<file path="src/rtl/xalu_pkg.sv">
// rtl/xalu_pkg.sv - shared op codes and sequencer states for the xalu word sequencer
package xalu_pkg;

    localparam logic [2:0] OP_ADD   = 3'd0;
    localparam logic [2:0] OP_AND   = 3'd1;
    localparam logic [2:0] OP_OR    = 3'd2;
    localparam logic [2:0] OP_XOR   = 3'd3;
    localparam logic [2:0] OP_PASSA = 3'd4;
    localparam logic [2:0] OP_PASSB = 3'd5;
    localparam logic [2:0] OP_SHR   = 3'd6;
    localparam logic [2:0] OP_SHL   = 3'd7;

    typedef enum logic [1:0] {
        IDLE = 2'd0,
        RUN  = 2'd1,
        DONE = 2'd2
    } seq_state_e;

endpackage

</file>
<file path="src/rtl/xalu_word_seq.sv">
// rtl/xalu_word_seq.sv - nibble-serial sequencer running a word-wide op through one 4-bit xalu slice
module xalu_word_seq
    import xalu_pkg::*;
#(
    parameter int NIBBLES = 4
) (
    input  logic                   clk,
    input  logic                   rst,
    input  logic                   start,
    input  logic [2:0]             op,
    input  logic                   com,
    input  logic [4*NIBBLES-1:0]   a_word,
    input  logic [4*NIBBLES-1:0]   b_word,
    input  logic                   cin,
    output logic                   busy,
    output logic                   done,
    output logic [4*NIBBLES-1:0]   result,
    output logic                   cout,
    output logic                   zero,
    output logic                   neg_zero,
    output logic                   equ,
    output logic [2:0]             sl_f,
    output logic [3:0]             sl_a,
    output logic [3:0]             sl_b,
    output logic                   sl_com,
    output logic                   sl_ci_right,
    output logic                   sl_ci_left,
    input  logic [3:0]             sl_d,
    input  logic                   sl_co_left,
    input  logic                   sl_co_right,
    input  logic                   sl_zero,
    input  logic                   sl_neg_zero,
    input  logic                   sl_equ
);

    localparam int W  = 4 * NIBBLES;
    localparam int KW = $clog2(NIBBLES);
    localparam logic [KW-1:0] LAST = KW'(NIBBLES - 1);

    seq_state_e    state_q, state_d;
    logic [KW-1:0] k_q, k_d;
    logic [2:0]    op_q, op_d;
    logic          com_q, com_d;
    logic [W-1:0]  a_q, a_d, b_q, b_d;
    logic [W-1:0]  stage_q, stage_d;
    logic          zacc_q, zacc_d, nacc_q, nacc_d, eacc_q, eacc_d;
    logic [W-1:0]  result_q, result_d;
    logic          cout_q, cout_d, zero_q, zero_d, nz_q, nz_d, equ_q, equ_d;
    logic [2:0]    sl_f_q, sl_f_d;
    logic [3:0]    sl_a_q, sl_a_d, sl_b_q, sl_b_d;
    logic          sl_com_q, sl_com_d, sl_cir_q, sl_cir_d, sl_cil_q, sl_cil_d;

    logic          run_shr, start_shr;
    logic [KW-1:0] cur_idx, nxt_k, nxt_idx, first_idx;
    logic [W-1:0]  stage_w;

    function automatic logic [3:0] nib_sel(input logic [W-1:0] w, input logic [KW-1:0] i);
        nib_sel = 4'd0;
        for (int n = 0; n < NIBBLES; n++) begin
            if (i == KW'(n)) nib_sel = w[n*4 +: 4];
        end
    endfunction

    always_comb begin
        state_d  = state_q;
        k_d      = k_q;
        op_d     = op_q;
        com_d    = com_q;
        a_d      = a_q;
        b_d      = b_q;
        stage_d  = stage_q;
        zacc_d   = zacc_q;
        nacc_d   = nacc_q;
        eacc_d   = eacc_q;
        result_d = result_q;
        cout_d   = cout_q;
        zero_d   = zero_q;
        nz_d     = nz_q;
        equ_d    = equ_q;
        sl_f_d   = 3'd0;
        sl_a_d   = 4'd0;
        sl_b_d   = 4'd0;
        sl_com_d = 1'b0;
        sl_cir_d = 1'b0;
        sl_cil_d = 1'b0;

        // SHR walks the word MSB nibble first so the shift-in travels downward.
        run_shr   = (op_q == OP_SHR);
        start_shr = (op == OP_SHR);
        cur_idx   = run_shr ? LAST - k_q : k_q;
        nxt_k     = k_q + 1'b1;
        nxt_idx   = run_shr ? LAST - nxt_k : nxt_k;
        first_idx = start_shr ? LAST : '0;

        stage_w = stage_q;
        for (int n = 0; n < NIBBLES; n++) begin
            if (cur_idx == KW'(n)) stage_w[n*4 +: 4] = sl_d;
        end

        case (state_q)
            RUN: begin
                stage_d = stage_w;
                zacc_d  = zacc_q & sl_zero;
                nacc_d  = nacc_q & sl_neg_zero;
                eacc_d  = eacc_q & sl_equ;
                if (k_q == LAST) begin
                    state_d  = DONE;
                    result_d = stage_w;
                    zero_d   = zacc_q & sl_zero;
                    nz_d     = nacc_q & sl_neg_zero;
                    equ_d    = eacc_q & sl_equ;
                    cout_d   = run_shr ? sl_co_right : sl_co_left;
                end else begin
                    k_d      = nxt_k;
                    sl_f_d   = op_q;
                    sl_com_d = com_q;
                    sl_a_d   = nib_sel(a_q, nxt_idx);
                    sl_b_d   = nib_sel(b_q, nxt_idx);
                    sl_cil_d = run_shr & sl_co_right;
                    sl_cir_d = ~run_shr & sl_co_left;
                end
            end
            default: begin
                state_d = IDLE;
                if (start) begin
                    state_d  = RUN;
                    op_d     = op;
                    com_d    = com;
                    a_d      = a_word;
                    b_d      = b_word;
                    k_d      = '0;
                    zacc_d   = 1'b1;
                    nacc_d   = 1'b1;
                    eacc_d   = 1'b1;
                    sl_f_d   = op;
                    sl_com_d = com;
                    sl_a_d   = nib_sel(a_word, first_idx);
                    sl_b_d   = nib_sel(b_word, first_idx);
                    sl_cil_d = start_shr & cin;
                    sl_cir_d = ~start_shr & cin;
                end
            end
        endcase
    end

    always_ff @(posedge clk) begin
        if (rst) begin
            state_q  <= IDLE;
            k_q      <= '0;
            op_q     <= 3'd0;
            com_q    <= 1'b0;
            a_q      <= '0;
            b_q      <= '0;
            stage_q  <= '0;
            zacc_q   <= 1'b0;
            nacc_q   <= 1'b0;
            eacc_q   <= 1'b0;
            result_q <= '0;
            cout_q   <= 1'b0;
            zero_q   <= 1'b0;
            nz_q     <= 1'b0;
            equ_q    <= 1'b0;
            sl_f_q   <= 3'd0;
            sl_a_q   <= 4'd0;
            sl_b_q   <= 4'd0;
            sl_com_q <= 1'b0;
            sl_cir_q <= 1'b0;
            sl_cil_q <= 1'b0;
        end else begin
            state_q  <= state_d;
            k_q      <= k_d;
            op_q     <= op_d;
            com_q    <= com_d;
            a_q      <= a_d;
            b_q      <= b_d;
            stage_q  <= stage_d;
            zacc_q   <= zacc_d;
            nacc_q   <= nacc_d;
            eacc_q   <= eacc_d;
            result_q <= result_d;
            cout_q   <= cout_d;
            zero_q   <= zero_d;
            nz_q     <= nz_d;
            equ_q    <= equ_d;
            sl_f_q   <= sl_f_d;
            sl_a_q   <= sl_a_d;
            sl_b_q   <= sl_b_d;
            sl_com_q <= sl_com_d;
            sl_cir_q <= sl_cir_d;
            sl_cil_q <= sl_cil_d;
        end
    end

    assign busy        = (state_q == RUN);
    assign done        = (state_q == DONE);
    assign result      = result_q;
    assign cout        = cout_q;
    assign zero        = zero_q;
    assign neg_zero    = nz_q;
    assign equ         = equ_q;
    assign sl_f        = sl_f_q;
    assign sl_a        = sl_a_q;
    assign sl_b        = sl_b_q;
    assign sl_com      = sl_com_q;
    assign sl_ci_right = sl_cir_q;
    assign sl_ci_left  = sl_cil_q;

endmodule

</file>
<file path="config.mk">
export PLATFORM = sky130hd
export DESIGN_NAME = xalu_word_seq
export DESIGN_NICKNAME = d
export VERILOG_FILES = /design/src/rtl/xalu_pkg.sv /design/src/rtl/xalu_word_seq.sv
export SDC_FILE = /design/constraint.sdc
export NUM_CORES = 1
export LEC_CHECK = 0
export ABC_AREA = 1
export BUFFER_PORTS_ARGS = -buffer_cell sky130_fd_sc_hd__buf_2
export CAP_MARGIN = 20
export CORE_ASPECT_RATIO = 0.5
export CORE_UTILIZATION = 55
export CTS_CLUSTER_DIAMETER = 40
export DETAILED_ROUTE_END_ITERATION = 10
export HOLD_SLACK_MARGIN = 0.08
export PLACE_DENSITY = 0.8
export SLEW_MARGIN = 40
export SYNTH_ARGS = -nofsm -noshare
export SYNTH_HDL_FRONTEND = slang
export SYNTH_SLANG_ARGS = --single-unit
export TNS_END_PERCENT = 1
</file>
<file path="constraint.sdc">
create_clock -name clk -period 2 [get_ports clk]
set_input_delay 0.1 -clock clk [delete_from_list [all_inputs] [get_ports clk]]
set_output_delay 0.1 -clock clk [all_outputs]
set_load 0.05 [all_outputs]
</file>
Word level (Yosys, flattened, before mapping). Index checks and enable logic that the tools add are counted.

Bitwise operators: 10. $mul: 0. Shifts and indexed selects: 0. Equality and inequality tests: 16. Mux-type cells: 52. Add/sub/neg operators: 3. Div/mod/pow operators: 0. $lt $le $gt $ge: 0. Reductions and logical operators: 7.

Operators by type and width (count): 4-bit 2-to-1 mux (26); 2-bit equality test, second input constant (8); 2-bit 2-to-1 mux (8); 1-bit 2-to-1 mux (15); 3-bit 2-to-1 mux (3); 2-bit by 1-bit equality test with 1-bit output, second input constant (4); 1-bit bitwise AND (7); 3-bit equality test, second input constant (2); 2-bit zero test (3); 2-bit AND reduction (3); 2-bit subtractor, first input constant (2); 1-bit inverter (3); 2-bit by 1-bit adder with 2-bit output, second input constant (1); 2-bit by 1-bit != test with 1-bit output, second input constant (1); 2-bit != test, second input constant (1); 2-bit nonzero test (1).

Bits in read-only memories: 0. Memories: 0. Input bits: 49. Logic and storage cells: 109. Output and inout port bits: 36. Register bits: 93. Memory bits (writable): 0. Latch bits: 0.

Depth between registers and ports, before layout.
Depth after elaboration: 10. Gate-level depth with buffers: 10.

Least setup slack after synthesis. No wires, ideal clock.

Path type: register to register. From: register k_q[0]. To: register sl_a_q[2], in the netlist sl_a[2]. Data required time: 1868 ps. Setup slack: 418 ps. Data arrival time: 1450 ps. Path buffers: 0. Stages on the path, launching flop included: 10. Cell sequence: dfxtp_1 -> ha_1 -> nand4_2 -> nand2_4 -> nor2_4 -> nand2_1 -> nand2_1 -> inv_1 -> nand2_1 -> a21oi_1.

Cells in the longest elaborated chain, start to end: 10. Elaborated cells on any way between the ends: 14.

RTL lines: start, declared (line xalu_word_seq.sv:41) `logic [KW-1:0] k_q, k_d;`; start signal, assigned (line xalu_word_seq.sv:171) `k_q <= k_d;`; 2-bit by 1-bit adder with 2-bit output (line xalu_word_seq.sv:91) `nxt_k = k_q + 1'b1;`; 2-bit subtractor (line xalu_word_seq.sv:92) `nxt_idx = run_shr ? LAST - nxt_k : nxt_k;`; 2-bit 2-to-1 mux (line xalu_word_seq.sv:92); 2-bit zero test (line xalu_word_seq.sv:60) `if (i == KW'(n)) nib_sel = w[n*4 +: 4];`; 4-bit 2-to-1 mux (4 in series) (line xalu_word_seq.sv:60); 4-bit 2-to-1 mux (*) (line xalu_word_seq.sv:106) `if (k_q == LAST) begin`; 4-bit 2-to-1 mux (*) (line xalu_word_seq.sv:100) `case (state_q)`; end signal, assigned (line xalu_word_seq.sv:186) `sl_a_q <= sl_a_d;`; end, declared (line xalu_word_seq.sv:50) `logic [3:0] sl_a_q, sl_a_d, sl_b_q, sl_b_d;`.

Every way passes the cells marked *; elsewhere a longest branch is shown, timed or not. A chain may end at the register's enable or synchronous reset.

Worst setup path after layout.
From: register k_q[0]. To: register cout_q, in the netlist cout.

Cells in the longest elaborated chain, start to end: 2.

RTL lines: 2-bit equality test (line xalu_word_seq.sv:106); 2-bit AND reduction (no source line); end signal, assigned (line xalu_word_seq.sv:181) `cout_q <= cout_d;`; end, declared (line xalu_word_seq.sv:48) `logic cout_q, cout_d, zero_q, zero_d, nz_q, nz_d, equ_q, equ_d;`.

Every way passes these cells.

==> out/results.txt <==
Status -> finished, violations left
Failing checks -> DRC
Ys flop type -> dfxtp_1
Post-synthesis async set-or-reset flop share -> 0%
Net Sw Frac -> 28.31%
Die extent in y -> 63.39 um
Post-DR vias/cell -> 5.098
Highest Clock Rate -> 527.2 MHz
Final setup violation count -> 0
Final GP Congestion -> 0.8594
# rows -> 21
Root buf cell -> clkbuf_16
Worst Hold Slack -> 0.08653 ns
Hold EP -> a_q[15]
Psw -> 0.001308 W
Worst setup path class -> reg -> reg
Vias in the first global route -> 3652
Syn Nets -> 636
Final period util -> 94.84%
Max Cap Viol -> 0
Fin Setup TNS -> 0 ns
Clk slew on worst S/H paths -> 0.06 ns
First-pass GRT wire length -> 16820 um
Clock latency on the worst-skew pair -> 0.34 ns
Post-synth top area cell -> dfxtp_1
Critical path's slowest cell -> dlygate4sd3_1
Lkg Pwr -> 2.744 nW
R2r setup slk -> 0.10 ns
Synth Cell Area -> 4145 sq um
Clk buf depth -> 2
Synth top area share -> 44.91%
EDFF count, synth -> 0
Largest stage delay, worst path -> 0.57 ns
DR iter-0 viols -> 292
CP Data Required Time -> 2.28 ns
RSZ-0062 raised after global routing -> false
Reg2Reg Launch Point -> k_q[0]
WHS Path Cells -> 3
Number of diodes -> 0
DIE AREA -> 7909 sq um
Remaining antenna violation count -> 0
Avg Cell Area, Syn -> 7.074 sq um
DRT Pass-1 Iters -> 8
Final Hold Fails -> 0
Fill cells -> 525
Synth cell count leaders -> dfxtp_1 (93), inv_1 (87), nand2_1 (86), nor2_1 (85), a21oi_1 (57)
Worst path cell trace -> buf_4 > inv_2 > nor3_4 > buf_4 > o21ai_1 > a31oi_1 > dlygate4sd3_1
Multi-input gate area -> 1815 sq um
Clock skew -> 0.003836 ns
Sequential share of the synthesized area -> 44.91%
Worst hold path startpoint -> a_word[15]
Comb pwr share -> 18.7%
Minimum clock period -> 1.897 ns
Final Max Tran Viols -> 0
Vias -> 4078
Hold/Removal Path Class -> in -> reg
PortBufs -> 84
Library cell with the highest instance count after synthesis -> dfxtp_1
Total global routing overflow -> 0
CP Data Arrival Time -> 2.18 ns
Initial Utilization -> 59.31%
Sequential Power Share -> 44.2%
Final Util -> 76.41%
CTS tree -> done
Total GRT Usage -> 27.11%
Final nets -> 754
Synth warn -> 0
Top delay family on crit path -> buffers and inverters
Area contributors post-synth -> dfxtp_1 (45%), inv_1 (7.9%), nand2_1 (7.8%), nor2_1 (7.7%), a21oi_1 (6.9%)
I/O pin count -> 85
# H-tree levels -> 3
RR Endpoint -> cout
Cell depth of the worst flop-to-flop path -> 7
Count of unique library cells instantiated by Yosys -> 28
Die Wd -> 124.8 um
Number of clock sinks -> 93
PwrDens -> 865.1 nW/um^2
Largest net degree at the start of global routing -> 60
Antenna violations before repair -> 0
FF/Latch Area -> 1862 sq um
DP Wirelength -> 6210 um
Final wirelength -> 10390 um
Clk pwr share -> 37.1%
Num CTS Buffers -> 9
Number of synthesized register bits -> 93
Peak VDD IR -> 0.5806 mV
Area Growth Syn to Fin -> 28.83%
CP Launch Type -> flip-flop
Worst path bufs/invs -> 4
Top fanout value on the critical path -> 10
Cell Int Power -> 0.003312 W
Worst slew margin -> 58.35%
Core area -> 6989 sq um
DRC violations left -> 4
Crit-path most repeated cell -> buf_4
Layout cell share with drive strength beyond 1 -> 19.63%
Worst Max-Slew Pin Slew -> 0.6247 ns
CP Capture Type -> flip-flop
Mapped Cells -> 586
Wire per inst -> 12.99 um
-- per-layer routing --
metal	track usage (%)	vias to the layer above	wire, um
met5	0	-	0
met4	9.259	0	180
met3	6.627	19	494
met2	47.26	118	4988
met1	33.02	1846	4725
li1	-	2095	-
-- stage by stage --
step / instances / setup WS, ns / total power, W / area, sq um
2_1_floorplan: 586 / 0.4176 / 0.002663 / 4145
3_3_place_gp: 745 / 0.2445 / 0.002846 / 4637
3_5_place_dp: 745 / 0.2192 / 0.002862 / 4637
4_1_cts: 800 / 0.1354 / 0.004613 / 5338
5_1_grt: 800 / 0.03518 / 0.004821 / 5340
6_report: 800 / 0.1033 / 0.004620 / 5340
-- power groups by stage --
| stage | clock (W) | sequential [W] | combinational [W] |
|---|---|---|---|
| floorplan | 0 | 0.00215 | 0.000516 |
| global placement | 0 | 0.00208 | 0.000771 |
| detailed placement | 0 | 0.00208 | 0.000783 |
| CTS | 0.00172 | 0.00204 | 0.000850 |
| global route | 0.00181 | 0.00205 | 0.000959 |
| finish | 0.00171 | 0.00204 | 0.000865 |
-- registers in the layout, indices dropped and copies added (netlist names), 2 cells and up --
name     count
a_q         16
sl_a         4
stage_q     16
k_q          2
result      16
state_q      2
sl_b         4
op_q         3
sl_f         3
b_q         16
-- layout by cell type, fill, tap and decap left out, types with 7 or more instances in the layout --
cell type,netlist,final
a21oi_1,57,57
buf_2,5,84
buf_4,0,9
clkbuf_16,0,9
dfxtp_1,93,93
dlygate4sd3_1,0,40
inv_1,87,86
inv_2,8,8
nand2_1,86,86
nand3_1,18,18
nand3b_1,7,7
nor2_1,85,85
o21ai_0,44,44
o21ai_1,45,45
-- cells by family (layout without fill, tap and decap cells) --
| kind of cell | Yosys count | in the layout | synth area share (%) |
|---|---|---|---|
| xor gates and xnor gates | 2 | 2 | 0.6038 |
| DFF | 93 | 93 | 44.91 |
| and+or+nand+nor | 214 | 214 | 23.57 |
| buffers and inverters | 121 | 243 | 11.29 |
| AOI/OAI and AO/OA | 155 | 155 | 19.32 |
| adders and majority gates | 1 | 1 | 0.3018 |
-- worst reg2reg max path, cell delays in order, from the launching register on --
cell           delay [ns]
dfxtp_1              0.35
buf_4                0.16
inv_2                0.08
nor3_4               0.23
buf_4                0.21
o21ai_1              0.07
a31oi_1              0.17
dlygate4sd3_1        0.57
-- final cells by class --
type | instances | share of cell area (%)
tap | 92 | 2.156
multi-input combinational | 372 | 34.00
sequential | 93 | 34.86
timing repair buffer | 133 | 16.64
clock inverter | 4 | 0.8903
clock buffer | 11 | 4.733
inverter | 95 | 6.724
-- how the worst max path moves through the flow --
| stage | cells after the start | start | to | slack, ns |
|---|---|---|---|---|
| CTS | 7 | k_q[0] | cout | 0.14 |
| global placement | 8 | k_q[1] | sl_a[1] | 0.24 |
| finish | 7 | k_q[0] | cout | 0.10 |
| global route | 7 | k_q[0] | cout | 0.04 |
| floorplan | 9 | k_q[0] | sl_a[2] | 0.42 |
| detailed placement | 9 | k_q[1] | sl_a[2] | 0.22 |
-- timing repair --
action,in CTS,in global routing
hold buffers,40,0
buffers inserted,0,0
setup endpoints to repair,0,6
resized for setup,0,1
hold endpoints to repair,46,0
No activity file was read; power rests on OpenSTA's default activity.
